==> config.mk <==
export PLATFORM = sky130hd
export DESIGN_NAME = idecoder_pipe_flat
export DESIGN_NICKNAME = d
export VERILOG_FILES = /design/src/rtl/idecoder_pipe.sv /design/src/rtl/idecoder_pipe_if.sv /design/src/flat_wrapper.sv
export SDC_FILE = /design/constraint.sdc
export NUM_CORES = 1
export LEC_CHECK = 0
export ABC_AREA = 1
export BUFFER_PORTS_ARGS = -buffer_cell sky130_fd_sc_hd__buf_2
export CAP_MARGIN = 10
export CORE_ASPECT_RATIO = 1.5
export CORE_MARGIN = 10
export CORE_UTILIZATION = 40
export CTS_CLUSTER_DIAMETER = 100
export CTS_CLUSTER_SIZE = 28
export DETAILED_ROUTE_END_ITERATION = 6
export HOLD_SLACK_MARGIN = 0.06
export MAX_ROUTING_LAYER = met4
export PLACE_DENSITY_LB_ADDON = 0.08
export SLEW_MARGIN = 20
export SYNTH_ARGS = -nofsm -noshare
export SYNTH_HDL_FRONTEND = slang
export SYNTH_SLANG_ARGS = --single-unit
==> constraint.sdc <==
create_clock -name clk -period 1.52 [get_ports clk]
set_input_delay 0.304 -clock clk [delete_from_list [all_inputs] [get_ports clk]]
set_output_delay 0.304 -clock clk [all_outputs]
set_load 0.01 [all_outputs]
==> src/rtl/idecoder_pipe.sv <==
// idecoder_pipe: registered, flow-controlled RV32I instruction decoder.
// Decodes one instruction word per handshake into opcode, immediate, class,
// register indices and function code. A two-entry buffer (output register
// plus skid register) sustains one word per cycle with a registered in_ready.
// Optional feature macro: IDECODER_ILLEGAL_EN builds the illegal-encoding
// checker. Without it, out_illegal is tied to 0.

package idecoder_pkg;

    localparam int INST_TYPE_WIDTH = 4;

    // Instruction class codes presented on out_inst_type
    typedef enum logic [INST_TYPE_WIDTH-1:0] {
        TYPE_NONE    = 4'd0,
        TYPE_IMM     = 4'd1,
        TYPE_INT_IMM = 4'd2,
        TYPE_INT_REG = 4'd3,
        TYPE_BRANCH  = 4'd4,
        TYPE_AUIPC   = 4'd5,
        TYPE_JAL     = 4'd6,
        TYPE_JALR    = 4'd7,
        TYPE_LOAD    = 4'd8,
        TYPE_STORE   = 4'd9
    } inst_type_e;

    // RV32I base opcodes
    localparam logic [6:0] OPC_LUI    = 7'h37;
    localparam logic [6:0] OPC_AUIPC  = 7'h17;
    localparam logic [6:0] OPC_JAL    = 7'h6F;
    localparam logic [6:0] OPC_JALR   = 7'h67;
    localparam logic [6:0] OPC_LOAD   = 7'h03;
    localparam logic [6:0] OPC_STORE  = 7'h23;
    localparam logic [6:0] OPC_OP_IMM = 7'h13;
    localparam logic [6:0] OPC_OP     = 7'h33;
    localparam logic [6:0] OPC_BRANCH = 7'h63;

    localparam logic [6:0] F7_ZERO = 7'b0000000;
    localparam logic [6:0] F7_ALT  = 7'b0100000;

    // One decoded instruction, excluding its PC
    typedef struct packed {
        logic [6:0]  opcode;
        logic [31:0] imm;
        inst_type_e  itype;
        logic [4:0]  rd;
        logic [4:0]  rs1;
        logic [4:0]  rs2;
        logic [3:0]  funct;
        logic        illegal;
    } dec_t;

endpackage

module idecoder_pipe
    import idecoder_pkg::*;
#(
    // Must match the PC_WIDTH of the connected idecoder_pipe_if
    parameter int PC_WIDTH = 32
) (
    input  logic              clk,
    input  logic              rst,
    idecoder_pipe_if.slave    bus
);

    // ------------------------------------------------------------------
    // Combinational decode of the incoming word
    // ------------------------------------------------------------------
    logic [31:0] w_inst;
    logic [6:0]  w_opcode;
    logic [2:0]  w_f3;
    logic [6:0]  w_f7;
    logic [31:0] w_imm_i;
    logic [31:0] w_imm_s;
    logic [31:0] w_imm_b;
    logic [31:0] w_imm_u;
    logic [31:0] w_imm_j;
    dec_t        w_raw;
    dec_t        w_dec;

    assign w_inst   = bus.in_inst;
    assign w_opcode = w_inst[6:0];
    assign w_f3     = w_inst[14:12];
    assign w_f7     = w_inst[31:25];

    assign w_imm_i = {{20{w_inst[31]}}, w_inst[31:20]};
    assign w_imm_s = {{20{w_inst[31]}}, w_inst[31:25], w_inst[11:7]};
    assign w_imm_b = {{19{w_inst[31]}}, w_inst[31], w_inst[7], w_inst[30:25], w_inst[11:8], 1'b0};
    assign w_imm_u = {w_inst[31:12], 12'b0};
    assign w_imm_j = {{11{w_inst[31]}}, w_inst[31], w_inst[19:12], w_inst[20], w_inst[30:21], 1'b0};

    // Field extraction per opcode class; unused fields stay 0
    always_comb begin
        // NOTE: every combinational output gets a default first so no path
        // leaves it unassigned, which would otherwise infer a latch.
        w_raw        = '0;
        w_raw.opcode = w_opcode;
        w_raw.itype  = TYPE_NONE;
        case (w_opcode)
            OPC_LUI: begin
                w_raw.itype = TYPE_IMM;
                w_raw.imm   = w_imm_u;
                w_raw.rd    = w_inst[11:7];
            end
            OPC_AUIPC: begin
                w_raw.itype = TYPE_AUIPC;
                w_raw.imm   = w_imm_u;
                w_raw.rd    = w_inst[11:7];
            end
            OPC_JAL: begin
                w_raw.itype = TYPE_JAL;
                w_raw.imm   = w_imm_j;
                w_raw.rd    = w_inst[11:7];
            end
            OPC_JALR: begin
                w_raw.itype = TYPE_JALR;
                w_raw.imm   = w_imm_i;
                w_raw.rd    = w_inst[11:7];
                w_raw.rs1   = w_inst[19:15];
                w_raw.funct = {1'b0, w_f3};
            end
            OPC_LOAD: begin
                w_raw.itype = TYPE_LOAD;
                w_raw.imm   = w_imm_i;
                w_raw.rd    = w_inst[11:7];
                w_raw.rs1   = w_inst[19:15];
                w_raw.funct = {1'b0, w_f3};
            end
            OPC_OP_IMM: begin
                // inst[30] distinguishes SRAI from SRLI only for funct3=101
                w_raw.itype = TYPE_INT_IMM;
                w_raw.imm   = w_imm_i;
                w_raw.rd    = w_inst[11:7];
                w_raw.rs1   = w_inst[19:15];
                w_raw.funct = {(w_f3 == 3'b101) & w_inst[30], w_f3};
            end
            OPC_OP: begin
                w_raw.itype = TYPE_INT_REG;
                w_raw.rd    = w_inst[11:7];
                w_raw.rs1   = w_inst[19:15];
                w_raw.rs2   = w_inst[24:20];
                w_raw.funct = {(w_f7 == F7_ALT), w_f3};
            end
            OPC_BRANCH: begin
                w_raw.itype = TYPE_BRANCH;
                w_raw.imm   = w_imm_b;
                w_raw.rs1   = w_inst[19:15];
                w_raw.rs2   = w_inst[24:20];
                w_raw.funct = {1'b0, w_f3};
            end
            OPC_STORE: begin
                w_raw.itype = TYPE_STORE;
                w_raw.imm   = w_imm_s;
                w_raw.rs1   = w_inst[19:15];
                w_raw.rs2   = w_inst[24:20];
                w_raw.funct = {1'b0, w_f3};
            end
            default: begin
                w_raw.itype = TYPE_NONE;
            end
        endcase
    end

`ifdef IDECODER_ILLEGAL_EN
    logic w_illegal;

    // Flag encodings outside the RV32I base set
    always_comb begin
        w_illegal = 1'b0;
        if (w_inst[1:0] != 2'b11) begin
            w_illegal = 1'b1;
        end else begin
            case (w_opcode)
                OPC_LUI, OPC_AUIPC, OPC_JAL, OPC_LOAD, OPC_STORE: begin
                    w_illegal = 1'b0;
                end
                OPC_JALR: begin
                    w_illegal = (w_f3 != 3'b000);
                end
                OPC_OP: begin
                    if (w_f7 == F7_ZERO) begin
                        w_illegal = 1'b0;
                    end else if (w_f7 == F7_ALT) begin
                        w_illegal = !((w_f3 == 3'b000) || (w_f3 == 3'b101));
                    end else begin
                        w_illegal = 1'b1;
                    end
                end
                OPC_OP_IMM: begin
                    // Shifts reuse imm[11:5] as funct7
                    if (w_f3 == 3'b001) begin
                        w_illegal = (w_f7 != F7_ZERO);
                    end else if (w_f3 == 3'b101) begin
                        w_illegal = !((w_f7 == F7_ZERO) || (w_f7 == F7_ALT));
                    end else begin
                        w_illegal = 1'b0;
                    end
                end
                OPC_BRANCH: begin
                    w_illegal = (w_f3 == 3'b010) || (w_f3 == 3'b011);
                end
                default: begin
                    w_illegal = 1'b1;
                end
            endcase
        end
    end

    // Illegal words carry only the raw opcode and the illegal flag
    always_comb begin
        w_dec = w_raw;
        if (w_illegal) begin
            w_dec         = '0;
            w_dec.opcode  = w_opcode;
            w_dec.itype   = TYPE_NONE;
            w_dec.illegal = 1'b1;
        end
    end
`else
    assign w_dec = w_raw;
`endif

    // ------------------------------------------------------------------
    // Two-entry buffer: output register plus skid register
    // ------------------------------------------------------------------
    dec_t                r_out_dec;
    logic [PC_WIDTH-1:0] r_out_pc;
    logic                r_out_valid;
    dec_t                r_skid_dec;
    logic [PC_WIDTH-1:0] r_skid_pc;
    logic                r_skid_valid;
    logic                r_in_ready;

    logic w_accept;
    logic w_retire;
    logic w_out_valid_nxt;
    logic w_skid_valid_nxt;
    logic w_load_out_in;
    logic w_load_out_skid;
    logic w_load_skid;

    assign w_accept = bus.in_valid & r_in_ready;
    assign w_retire = r_out_valid & bus.out_ready;

    // Occupancy transitions and data-move selects; flush overrides all
    always_comb begin
        w_out_valid_nxt  = r_out_valid;
        w_skid_valid_nxt = r_skid_valid;
        w_load_out_in    = 1'b0;
        w_load_out_skid  = 1'b0;
        w_load_skid      = 1'b0;
        if (bus.flush) begin
            w_out_valid_nxt  = 1'b0;
            w_skid_valid_nxt = 1'b0;
        end else if (r_skid_valid) begin
            // Full: in_ready is low, so only a retire can happen
            if (w_retire) begin
                w_load_out_skid  = 1'b1;
                w_skid_valid_nxt = 1'b0;
            end
        end else if (r_out_valid) begin
            if (w_accept && w_retire) begin
                w_load_out_in = 1'b1;
            end else if (w_accept) begin
                w_load_skid      = 1'b1;
                w_skid_valid_nxt = 1'b1;
            end else if (w_retire) begin
                w_out_valid_nxt = 1'b0;
            end
        end else if (w_accept) begin
            w_load_out_in   = 1'b1;
            w_out_valid_nxt = 1'b1;
        end
    end

    // Valid flags and the registered in_ready
    always_ff @(posedge clk or negedge rst) begin
        if (!rst) begin
            r_out_valid  <= 1'b0;
            r_skid_valid <= 1'b0;
            r_in_ready   <= 1'b1;
        end else begin
            // NOTE: state uses non-blocking assignments so every flop samples
            // pre-edge values regardless of statement order.
            r_out_valid  <= w_out_valid_nxt;
            r_skid_valid <= w_skid_valid_nxt;
            r_in_ready   <= ~w_skid_valid_nxt;
        end
    end

    // Payload registers; output and skid data move only on their load selects
    always_ff @(posedge clk or negedge rst) begin
        if (!rst) begin
            // NOTE: payload registers are reset because the data outputs must
            // read 0 out of reset, not merely be qualified by out_valid.
            r_out_dec  <= '0;
            r_out_pc   <= '0;
            r_skid_dec <= '0;
            r_skid_pc  <= '0;
        end else begin
            if (w_load_out_in) begin
                r_out_dec <= w_dec;
                r_out_pc  <= bus.in_pc;
            end else if (w_load_out_skid) begin
                r_out_dec <= r_skid_dec;
                r_out_pc  <= r_skid_pc;
            end
            if (w_load_skid) begin
                r_skid_dec <= w_dec;
                r_skid_pc  <= bus.in_pc;
            end
        end
    end

    // ------------------------------------------------------------------
    // Outputs straight from flops
    // ------------------------------------------------------------------
    assign bus.in_ready      = r_in_ready;
    assign bus.out_valid     = r_out_valid;
    assign bus.out_opcode    = r_out_dec.opcode;
    assign bus.out_imm       = r_out_dec.imm;
    assign bus.out_inst_type = r_out_dec.itype;
    assign bus.out_rd        = r_out_dec.rd;
    assign bus.out_rs1       = r_out_dec.rs1;
    assign bus.out_rs2       = r_out_dec.rs2;
    assign bus.out_funct     = r_out_dec.funct;
    assign bus.out_pc        = r_out_pc;
    assign bus.out_illegal   = r_out_dec.illegal;

endmodule

==> src/rtl/idecoder_pipe_if.sv <==
// idecoder_pipe_if: handshake and payload bundle around idecoder_pipe.
// master = fetch/consumer side, slave = the decoder.

interface idecoder_pipe_if #(
    parameter int INST_WIDTH      = 32,
    parameter int PC_WIDTH        = 32,
    parameter int IMM_WIDTH       = 32,
    parameter int REG_WIDTH       = 5,
    parameter int FUNCT_WIDTH     = 4,
    parameter int INST_TYPE_WIDTH = 4
);

    logic                       flush;
    logic                       in_valid;
    logic                       in_ready;
    logic [INST_WIDTH-1:0]      in_inst;
    logic [PC_WIDTH-1:0]        in_pc;
    logic                       out_valid;
    logic                       out_ready;
    logic [6:0]                 out_opcode;
    logic [IMM_WIDTH-1:0]       out_imm;
    logic [INST_TYPE_WIDTH-1:0] out_inst_type;
    logic [REG_WIDTH-1:0]       out_rd;
    logic [REG_WIDTH-1:0]       out_rs1;
    logic [REG_WIDTH-1:0]       out_rs2;
    logic [FUNCT_WIDTH-1:0]     out_funct;
    logic [PC_WIDTH-1:0]        out_pc;
    logic                       out_illegal;

    modport master (
        output flush, in_valid, in_inst, in_pc, out_ready,
        input  in_ready, out_valid, out_opcode, out_imm, out_inst_type,
               out_rd, out_rs1, out_rs2, out_funct, out_pc, out_illegal
    );

    modport slave (
        input  flush, in_valid, in_inst, in_pc, out_ready,
        output in_ready, out_valid, out_opcode, out_imm, out_inst_type,
               out_rd, out_rs1, out_rs2, out_funct, out_pc, out_illegal
    );

endinterface

==> src/flat_wrapper.sv <==
// flat-port wrapper written by rule: the top's interface ports become plain ports
module idecoder_pipe_flat import idecoder_pkg::*;
#(
                                                                
    parameter int PC_WIDTH = 32
)
  (clk, rst, bus_flush, bus_in_valid, bus_in_inst, bus_in_pc, bus_out_ready, bus_in_ready, bus_out_valid, bus_out_opcode, bus_out_imm, bus_out_inst_type, bus_out_rd, bus_out_rs1, bus_out_rs2, bus_out_funct, bus_out_pc, bus_out_illegal);
  idecoder_pipe_if #(.PC_WIDTH(PC_WIDTH)) bus_i ();
  input  logic clk;
  input  logic rst;
  input wire logic [$bits(bus_i.flush)-1:0] bus_flush;
  input wire logic [$bits(bus_i.in_valid)-1:0] bus_in_valid;
  input wire logic [$bits(bus_i.in_inst)-1:0] bus_in_inst;
  input wire logic [$bits(bus_i.in_pc)-1:0] bus_in_pc;
  input wire logic [$bits(bus_i.out_ready)-1:0] bus_out_ready;
  output wire logic [$bits(bus_i.in_ready)-1:0] bus_in_ready;
  output wire logic [$bits(bus_i.out_valid)-1:0] bus_out_valid;
  output wire logic [$bits(bus_i.out_opcode)-1:0] bus_out_opcode;
  output wire logic [$bits(bus_i.out_imm)-1:0] bus_out_imm;
  output wire logic [$bits(bus_i.out_inst_type)-1:0] bus_out_inst_type;
  output wire logic [$bits(bus_i.out_rd)-1:0] bus_out_rd;
  output wire logic [$bits(bus_i.out_rs1)-1:0] bus_out_rs1;
  output wire logic [$bits(bus_i.out_rs2)-1:0] bus_out_rs2;
  output wire logic [$bits(bus_i.out_funct)-1:0] bus_out_funct;
  output wire logic [$bits(bus_i.out_pc)-1:0] bus_out_pc;
  output wire logic [$bits(bus_i.out_illegal)-1:0] bus_out_illegal;
  assign bus_i.flush = bus_flush;
  assign bus_i.in_valid = bus_in_valid;
  assign bus_i.in_inst = bus_in_inst;
  assign bus_i.in_pc = bus_in_pc;
  assign bus_i.out_ready = bus_out_ready;
  assign bus_in_ready = bus_i.in_ready;
  assign bus_out_valid = bus_i.out_valid;
  assign bus_out_opcode = bus_i.out_opcode;
  assign bus_out_imm = bus_i.out_imm;
  assign bus_out_inst_type = bus_i.out_inst_type;
  assign bus_out_rd = bus_i.out_rd;
  assign bus_out_rs1 = bus_i.out_rs1;
  assign bus_out_rs2 = bus_i.out_rs2;
  assign bus_out_funct = bus_i.out_funct;
  assign bus_out_pc = bus_i.out_pc;
  assign bus_out_illegal = bus_i.out_illegal;
  idecoder_pipe #(.PC_WIDTH(PC_WIDTH)) u_core (.clk(clk), .rst(rst), .bus(bus_i));
endmodule
# [After elaboration in Yosys (flattened, before gate mapping)]
# Cells that the tools add are included.
[classes] n_mux=30 n_reduce_logical=8 n_eq_ne=12 bitwise=4
[op_table] op="32-bit one-hot mux with 5 select lines" count=1
[op_table] op="63-bit two-way mux" count=2
[op_table] op="32-bit two-way mux" count=2
[op_table] op="4-bit one-hot mux with 9 select lines" count=1
[op_table] op="7-bit by 6-bit == test with 1-bit output, second input constant" count=4
[op_table] op="7-bit == test, second input constant" count=3
[op_table] op="1-bit two-way mux" count=20
[op_table] op="5-bit two-way mux" count=3
[op_table] op="7-bit by 5-bit == test with 1-bit output, second input constant" count=2
[op_table] op="4-bit one-hot mux with 3 select lines" count=1
[op_table] op="7-bit by 2-bit == test with 1-bit output, second input constant" count=1
[op_table] op="7-bit OR reduction" count=1
[op_table] op="3-bit OR reduction" count=2
[op_table] op="6-bit OR reduction" count=1
[op_table] op="4-bit OR reduction" count=1
[op_table] op="1-bit AND" count=3
[op_table] op="3-bit == test, second input constant" count=1
[op_table] op="2-bit != test, second input constant" count=1
[op_table] op="2-bit nonzero test" count=1
[op_table] op="2-bit OR reduction" count=1
[op_table] op="1-bit logical AND" count=1
[op_table] op="1-bit NOT" count=1
[word_totals] word_cells=74 in_bits=69 reg_bits=192 output_inout_bits=97

# [Logic depth before layout (Yosys ltp)]
# Gate-level depths: netlist of run 1.
[depth] ltp_word=7 ltp_mapped=11 mapped_depth_nobuf=10

# [Worst setup path before layout of run 1]
# No wires, ideal clock.
[synth_timing] kind="reg2reg" start="register u_core.r_in_ready, in the netlist u_core.bus.in_ready" end="register u_core.r_out_dec, in the netlist u_core.bus.out_rd[0]" arrival_time_ps=1402 required_ps=1395 stages_incl_launch_ff=10 path_buffers=2 synth_period_minus_slack_ps=1527 setup_ps=125 setup_slack_ps=-7 cell_sequence="dfstp_2 nand3_2 nor2_4 inv_2 nand2_2 inv_2 buf_6 buf_2 nand2_1 nand3_1"
[synth_between] elab_chain_cells=7 word_cells_on_any_way=9 cone_classes="6 x mux; 1 x bitwise; 2 x reduce/logical"
[synth_lines] item="from (decl)" line="idecoder_pipe.sv:231" text="logic r_in_ready;"
[synth_lines] item="from (signal assigned)" line="idecoder_pipe.sv:286" text="r_in_ready <= ~w_skid_valid_nxt;"
[synth_lines] item="1-bit AND (*)" line="idecoder_pipe.sv:241" text="assign w_accept = bus.in_valid & r_in_ready;"
[synth_lines] item="1-bit logical AND" line="idecoder_pipe.sv:261" text="if (w_accept && w_retire) begin"
[synth_lines] item="1-bit two-way mux" line="idecoder_pipe.sv:261"
[synth_lines] item="1-bit two-way mux (*)" line="idecoder_pipe.sv:260" text="end else if (r_out_valid) begin"
[synth_lines] item="1-bit two-way mux (*)" line="idecoder_pipe.sv:254" text="end else if (r_skid_valid) begin"
[synth_lines] item="1-bit two-way mux (*)" line="idecoder_pipe.sv:251" text="if (bus.flush) begin"
[synth_lines] item="63-bit two-way mux or 2-bit nonzero test (tied branches)"
[synth_lines] item="to (signal assigned)" line="idecoder_pipe.sv:301" text="r_out_dec <= w_dec;"
[synth_lines] item="to (signal assigned)" line="idecoder_pipe.sv:304" text="r_out_dec <= r_skid_dec;"
[synth_lines] item="to (decl)" line="idecoder_pipe.sv:225" text="dec_t r_out_dec;"
# Mark *: on every way between the ends. The rest lies on a longest branch, timed or not.
# A chain may end at the register's enable or synchronous reset.

# [Worst setup path in the final report of run 1]
[layout_timing] start="register u_core.r_in_ready, in the netlist u_core.bus.in_ready" end="register u_core.r_skid_dec[37] (netlist bit)"
[layout_between] elab_chain_cells=6 word_cells_on_any_way=7 cone_classes="5 x mux; 1 x bitwise; 1 x reduce/logical"
[layout_lines] item="1-bit AND (*)" line="idecoder_pipe.sv:241"
[layout_lines] item="1-bit two-way mux or 1-bit logical AND (tied branches)" line="idecoder_pipe.sv:263, idecoder_pipe.sv:261"
[layout_lines] item="1-bit two-way mux (*)" line="idecoder_pipe.sv:261"
[layout_lines] item="1-bit two-way mux (*)" line="idecoder_pipe.sv:260"
[layout_lines] item="1-bit two-way mux (*)" line="idecoder_pipe.sv:254"
[layout_lines] item="1-bit two-way mux (*)" line="idecoder_pipe.sv:251"
[layout_lines] item="to (signal assigned)" line="idecoder_pipe.sv:308" text="r_skid_dec <= w_dec;"
[layout_lines] item="to (decl)" line="idecoder_pipe.sv:228" text="dec_t r_skid_dec;"
# Marked as above.

==> flow_summary.toml, run 1 <==
[status]
status = "complete, but fails checks"
failed_checks = "setup timing"

[placed_design]
placed_area_um2 = 10300
preCtsSetupSlack_ns = -0.214
hpwl_um = 17900
gp_congestion = 0.852
portBuffers = 164

[setup_path]
rr_worst_depth = 8
end_kind = "register"
worst-path-max-fanout = 12
crit_chain = "nand3_4, buf_4, nor2_4, buf_12, inv_8, clkbuf_16, nand2_1, nand2_1"
crit_arrival_ns = 1.87
cpMaxStageDelayCell = "dfstp_2"
crit_top_cell = "nand2_1"
cp_num_buf_inv = 4
cp_top_family = "flip-flops"
reg2reg_slack_ns = -0.02
reg2reg_to = "u_core.r_skid_dec[37]"
crit_required_ns = 1.85
startpoint_type = "register"
critPathMaxStageDelay_ns = 0.55
crit_type = "register to register"
worstReg2RegStart = "u_core.bus.in_ready"

[yosys]
syn-cell-area_um2 = 8610
yosys.area.top_type = "dfrtp_1"
synth-edff-count = 0
muxShareOfSynthArea = 0
synthAdderAreaFrac = 0
synth_fp_nets = 1116
synth_cells = 1047
synth-warning-count = 0
synth_ff_type = "dfrtp_1"
synth_xor_area_frac = 0
synth_compound_area_frac = 0.0543
ys_seq_area_frac = 0.555
synthSimpleGateAreaFrac = 0.333
ys_types = 34
synth_top_family_by_area = "simple AND/OR/NAND/NOR gates"
avgSynthCellArea_um2 = 8.23
synth_most_common_cell = "nand2_1"
ys_top_cells_by_count = "507 x nand2_1, 190 x dfrtp_1, 127 x nand3_1"
ys_seq_elements = 191
synthTopCellsByArea = "dfrtp_1 55%, nand2_1 22%, nand3_1 7.4%"
synth-async-reset-ratio = 1.00
synth_top_area_frac = 0.552

[timing]
fin_ws_ns = -0.0231
setup_violations = 19
finalClockSkew_ns = 0.00757
hold_viol = 0
slew_violations = 0
rsz0062_at_grt = "yes"
min_period_over_period = 1.02
min_period_ns = 1.54
holdWs_ns = 0.0781
fmax_mhz = 648

[route]
ant_nets = 0
first_iter_violations = 548
viasPerCell = 5.03
drc = 0
wire_per_inst_um = 18.6
drt-total-wl_um = 28700
vias = 7742
dr.pass1.iters = 5

[power]
seqPwrFrac = 0.481
clock_power_share = 0.360
power.total_mw = 12.6
switchingPower_mw = 3.61
peakVddDrop_mv = 0.726
p_per_area_nw_per_um2 = 1100
p_sw_frac = 0.286
p_int_mw = 8.99
combPwrFrac = 0.158
power_leakage_nw = 6.36

[floorplanning]
die-height_um = 200
rows = 65
die_w_um = 140
ios = 166
coreArea_um2 = 21100
initial_utilization = 0.407
die-area_um2 = 27900

[finish]
fin_area_um2 = 11400
area_delta_synth_final_pct = 32.7
drive_gt1_frac = 0.269
final_nets = 1326
fillers = 2078

[cts]
cts.htree.levels = 4
cts_tree = "built"
clk_latency_ns = 0.44
clock_sinks = 191
ctsRootBufferMaster = "clkbuf_16"
clk_path_buf_depth = 2
cts_buffers = 17
clk_pin_slew_ns = 0.07

[min_path]
min_from = "bus_in_pc[23]"
holdPathStages = 3
hold_path_class = "primary input to register"
min_to = "u_core.r_skid_pc[23]"

[global_routing]
grt_pass1_wl_um = 42600
antenna_found_initial = 2
grt.total_usage = 0.194
grt_start_max_net_pins = 55
overflow = 0
grt_pass1_vias = 7949

[run]
drv_cap = 0
## worst reg2reg max path: cells and delay by family (launching register included)
kind                   cells  cell delay [ns]
buffers and inverters      4             0.57
and+or+nand+nor            4             0.32
DFF                        1             0.55
## routing by layer
metal | GRT usage | up-vias | routed length, um
met4 | 0.0617 | 0 | 586
met1 | 0.229 | 3728 | 12100
met5 | - | - | 0
li1 | - | 3753 | -
met3 | 0.0449 | 39 | 1490
met2 | 0.323 | 222 | 14600
## state kept, by name (all words and copies together), names as in the netlist
register and flops:
u_core.bus.out_rd 5, u_core.r_skid_dec 62, u_core.r_skid_valid 1, u_core.bus.out_rs1 5, u_core.bus.out_pc 32, u_core.bus.in_ready 1, u_core.r_skid_pc 32, u_core.bus.out_imm 32
u_core.bus.out_funct 4, u_core.bus.out_rs2 5, u_core.bus.out_opcode 7, u_core.bus.out_inst_type 4, u_core.bus.out_valid 1
## worst max-delay path by stage
stage	start	end	slack, ns	depth (start not counted)
final	u_core.bus.in_ready	u_core.r_skid_dec[37]	-0.02	8
after global placement	bus_in_inst[3]	u_core.r_skid_dec[45]	-0.22	11
after detailed placement	bus_in_inst[3]	u_core.r_skid_dec[45]	-0.21	11
after floorplan	u_core.bus.in_ready	u_core.bus.out_rd[0]	-0.005	9
after CTS	u_core.bus.in_ready	u_core.r_skid_dec[5]	-0.02	7
after global routing	u_core.bus.in_ready	u_core.r_skid_dec[50]	-0.08	8
## kinds of logic after synthesis
group                  count (synthesis)
AND/OR/NAND/NOR                      676
flip-flops                           191
buffers and inverters                111
AO/OA/AOI/OAI                         68
other                                  1
## power groups by stage
stage | Sequential [mW] | Combinational, mW | Clock (mW)
final | 6.07 | 2.00 | 4.54
after global routing | 6.14 | 2.24 | 4.83
after floorplan | 6.21 | 0.783 | 0
after detailed placement | 6.13 | 1.84 | 0
after global placement | 6.12 | 1.81 | 0
after CTS | 6.05 | 1.87 | 4.66
## cell type report
type                       count  area [um^2]  share of cell area
clock buffer                  18          429              0.0375
clock inverter                14          155              0.0136
inverter                      52          215              0.0188
antenna                        2         5.00            0.000438
timing repair buffer         250         2050               0.179
multi-input combinational    745         3460               0.303
sequential                   191         4780               0.418
tap                          268          335              0.0293
## timing repair
item	CTS	global route
hold buffers	2	0
cloned	1	15
buffers inserted	0	3
endpoints found under the hold margin	24	0
resized for setup	7	39
setup endpoints to repair	96	159
pin swaps	1	6
## stage by stage
| stage | instances | TNS, ns | util |
|---|---|---|---|
| floorplan | 1047 | -0.111 | - |
| global placement | 1485 | -11.06 | 0.485 |
| detailed placement | 1485 | -12.65 | 0.485 |
| CTS | 1520 | -0.0762 | 0.516 |
| global route | 1540 | -4.96 | 0.541 |
| finish | 1540 | -0.186 | 0.541 |
## layout by cell type, fill, tap and decap left out, types with 12 or more instances in the layout
cell type,count
a22oi_1,26
o21ai_0,12
buf_12,23
clkbuf_16,29
nand2_1,500
buf_4,39
dfrtp_1,190
buf_2,162
inv_1,39
nand2_4,12
nand3_1,121
(Power assumes the default switching activity.)
==> run 2: changes to the inputs <==
ABC_AREA = default   (was 1)
CORE_UTILIZATION = 50   (was 40)
==> run 2 against run 1 <==
The run still ends with setup timing left. Setup slack got worse by 0.19 ns. Die area fell by 19%. Maximum frequency fell by 11%. Synthesized area fell by 1.9%. Synthesized cell count fell by 10%. Non-clock buffer count rose by 53. Critical path type unchanged. Critical endpoint unchanged. Largest cell class unchanged.
==> flow_summary.toml, run 2 <==
[status]
status = "complete, but fails checks"
failed_checks = "setup timing"

[yosys]
synth_fp_nets = 1007
ys_seq_area_frac = 0.566
syn-cell-area_um2 = 8450
avgSynthCellArea_um2 = 9.01
yosys.area.top_type = "dfrtp_1"
synth-edff-count = 0
synth-async-reset-ratio = 1.00
synth_most_common_cell = "nand2_1"
ys_seq_elements = 191
synth_cells = 938
ys_top_cells_by_count = "352 x nand2_1, 190 x dfrtp_1, 75 x nor2_1"
synth_ff_type = "dfrtp_1"
synth-warning-count = 0
ys_types = 55
synthTopCellsByArea = "dfrtp_1 56%, nand2_1 16%, a31oi_1 5.2%"
synth_top_area_frac = 0.563

[timing]
worstMarginPinSlew_ns = 0.626
fmax_mhz = 576
finalClockSkew_ns = 0.0109
setup_violations = 164
relSlewSlack = 0.577
min_period_ns = 1.74
rsz0062_at_grt = "yes"
slew_violations = 0
min_period_over_period = 1.14
fin_ws_ns = -0.217
hold_viol = 0

[global_routing]
grt.total_usage = 0.259
grt_pass1_vias = 8260
antenna_found_initial = 0
grt_start_max_net_pins = 37
grt_pass1_wl_um = 45500
overflow = 0

[floorplanning]
die-area_um2 = 22600
rows = 58
coreArea_um2 = 16700
initial_utilization = 0.506
die_w_um = 126
ios = 166
die-height_um = 179

[finish]
fillers = 1212
final_nets = 1260
regMostFlops = "u_core.r_skid_dec"
area_delta_synth_final_pct = 48.4
final_cell_mix = "350 x nand2_1, 190 x dfrtp_1, 162 x buf_2"
largest_reg_flops = 62
final_common_cell = "nand2_1"
drive_gt1_frac = 0.380
fin_area_um2 = 12500

[power]
peakVddDrop_mv = 0.958
power.total_mw = 14.6
p_per_area_nw_per_um2 = 1170
power_leakage_nw = 5.86

[setup_path]
end_kind = "register"
reg2reg_slack_ns = -0.22
reg2reg_to = "u_core.r_skid_dec[37]"
worst-path-max-fanout = 10
crit_arrival_ns = 2.05
crit_type = "register to register"
rr_worst_depth = 6
worstReg2RegStart = "u_core.bus.in_ready"
crit_required_ns = 1.84
startpoint_type = "register"

[cts]
cts_tree = "built"
cts_buffers = 17
clock_sinks = 191
cts.htree.levels = 4
ctsRootBufferMaster = "clkbuf_16"
clk_latency_ns = 0.44
clk_path_buf_depth = 2
clk_pin_slew_ns = 0.07

[min_path]
min_from = "bus_in_pc[2]"
min_to = "u_core.r_skid_pc[2]"
holdPathStages = 3
hold_path_class = "primary input to register"

[route]
ant_nets = 0
viasPerCell = 5.76
first_iter_violations = 703
drt-total-wl_um = 29700
vias = 8152
wire_per_inst_um = 21.0
dr.pass1.iters = 5
drc = 0

[placed_design]
gp_congestion = 0.850
hpwl_um = 18000
placed_area_um2 = 10300
portBuffers = 164

[run]
drv_cap = 0
## run 2: where the power goes
group / internal [mW] / switching, mW / total (mW) / leakage, nW
logic: 1.59 / 1.85 / 3.43 / 3.22
registers: 6.11 / 0.584 / 6.69 / 2.36
clock network: 2.46 / 2.05 / 4.51 / 0.274
total: 10.2 / 4.48 / 14.6 / 5.86
## run 2: worst max-delay path: stages (launching register included)
cell     delay (ns)
dfstp_2        0.54
nand2_2        0.06
or4_4          0.51
buf_8          0.17
nor2_2         0.11
buf_6          0.14
a21oi_1        0.08
## run 2: area by class of cell
| cell class | instances | area [um^2] | share of cell area |
|---|---|---|---|
| flip-flops and latches | 191 | 4780 | 0.381 |
| multi-input cells | 675 | 4140 | 0.330 |
| repair buffers | 303 | 2750 | 0.219 |
| clock buffers | 19 | 433 | 0.0345 |
| well taps | 210 | 263 | 0.0210 |
| clock inverters | 13 | 153 | 0.0122 |
| inverters | 3 | 11.3 | 0.000899 |
| diodes | 1 | 2.50 | 0.000200 |
## run 2: per-stage QoR
stage / setup TNS, ns / util / setup slack, ns / hold WS [ns] / cells
CTS: -18.03 / 0.720 / -0.198 / 0.0693 / 1402
global placement: -38.29 / 0.615 / -0.356 / 0.252 / 1343
detailed placement: -41.63 / 0.615 / -0.402 / 0.251 / 1343
finish: -15.48 / 0.751 / -0.217 / 0.105 / 1415
floorplan: -14.86 / - / -0.235 / 0.00841 / 938
global route: -24.96 / 0.751 / -0.277 / 0.102 / 1414
## run 2: how the worst max path moves through the flow
stage                                    from                     to  slack, ns  cells past startpoint
after floorplan           u_core.bus.in_ready   u_core.r_skid_dec[2]      -0.24                      7
after global placement    u_core.bus.in_ready  u_core.r_skid_dec[33]      -0.36                      5
after detailed placement  u_core.bus.in_ready  u_core.r_skid_dec[30]      -0.40                      5
after CTS                 u_core.bus.in_ready  u_core.r_skid_dec[37]      -0.20                      6
after global routing      u_core.bus.in_ready  u_core.r_skid_dec[21]      -0.28                      6
final                     u_core.bus.in_ready  u_core.r_skid_dec[37]      -0.22                      6
## run 2: repair_timing
item / 4_1_cts / 5_1_grt
resized for setup: 154 / 59
cloned: 17 / 7
hold endpoints to repair: 25 / 0
hold buffers: 1 / 0
setup buffers: 9 / 8
endpoints found under the setup margin: 182 / 189
pin swaps: 13 / 17
## run 2: layer usage
layer	vias up	global-route usage	routed length (um)
met5	-	-	0
met4	0	0.0771	718
met3	62	0.0485	1620
met2	295	0.445	15700
met1	4083	0.303	11600
li1	3712	-	-
## run 2: kinds of logic after synthesis
family                 Yosys count  share of synthesized area
other                            1                   0.000444
DFF                            191                      0.566
buffers and inverters           72                     0.0393
and+or+nand+nor                481                      0.236
AOI/OAI and AO/OA              185                      0.149
muxes                            8                    0.00978
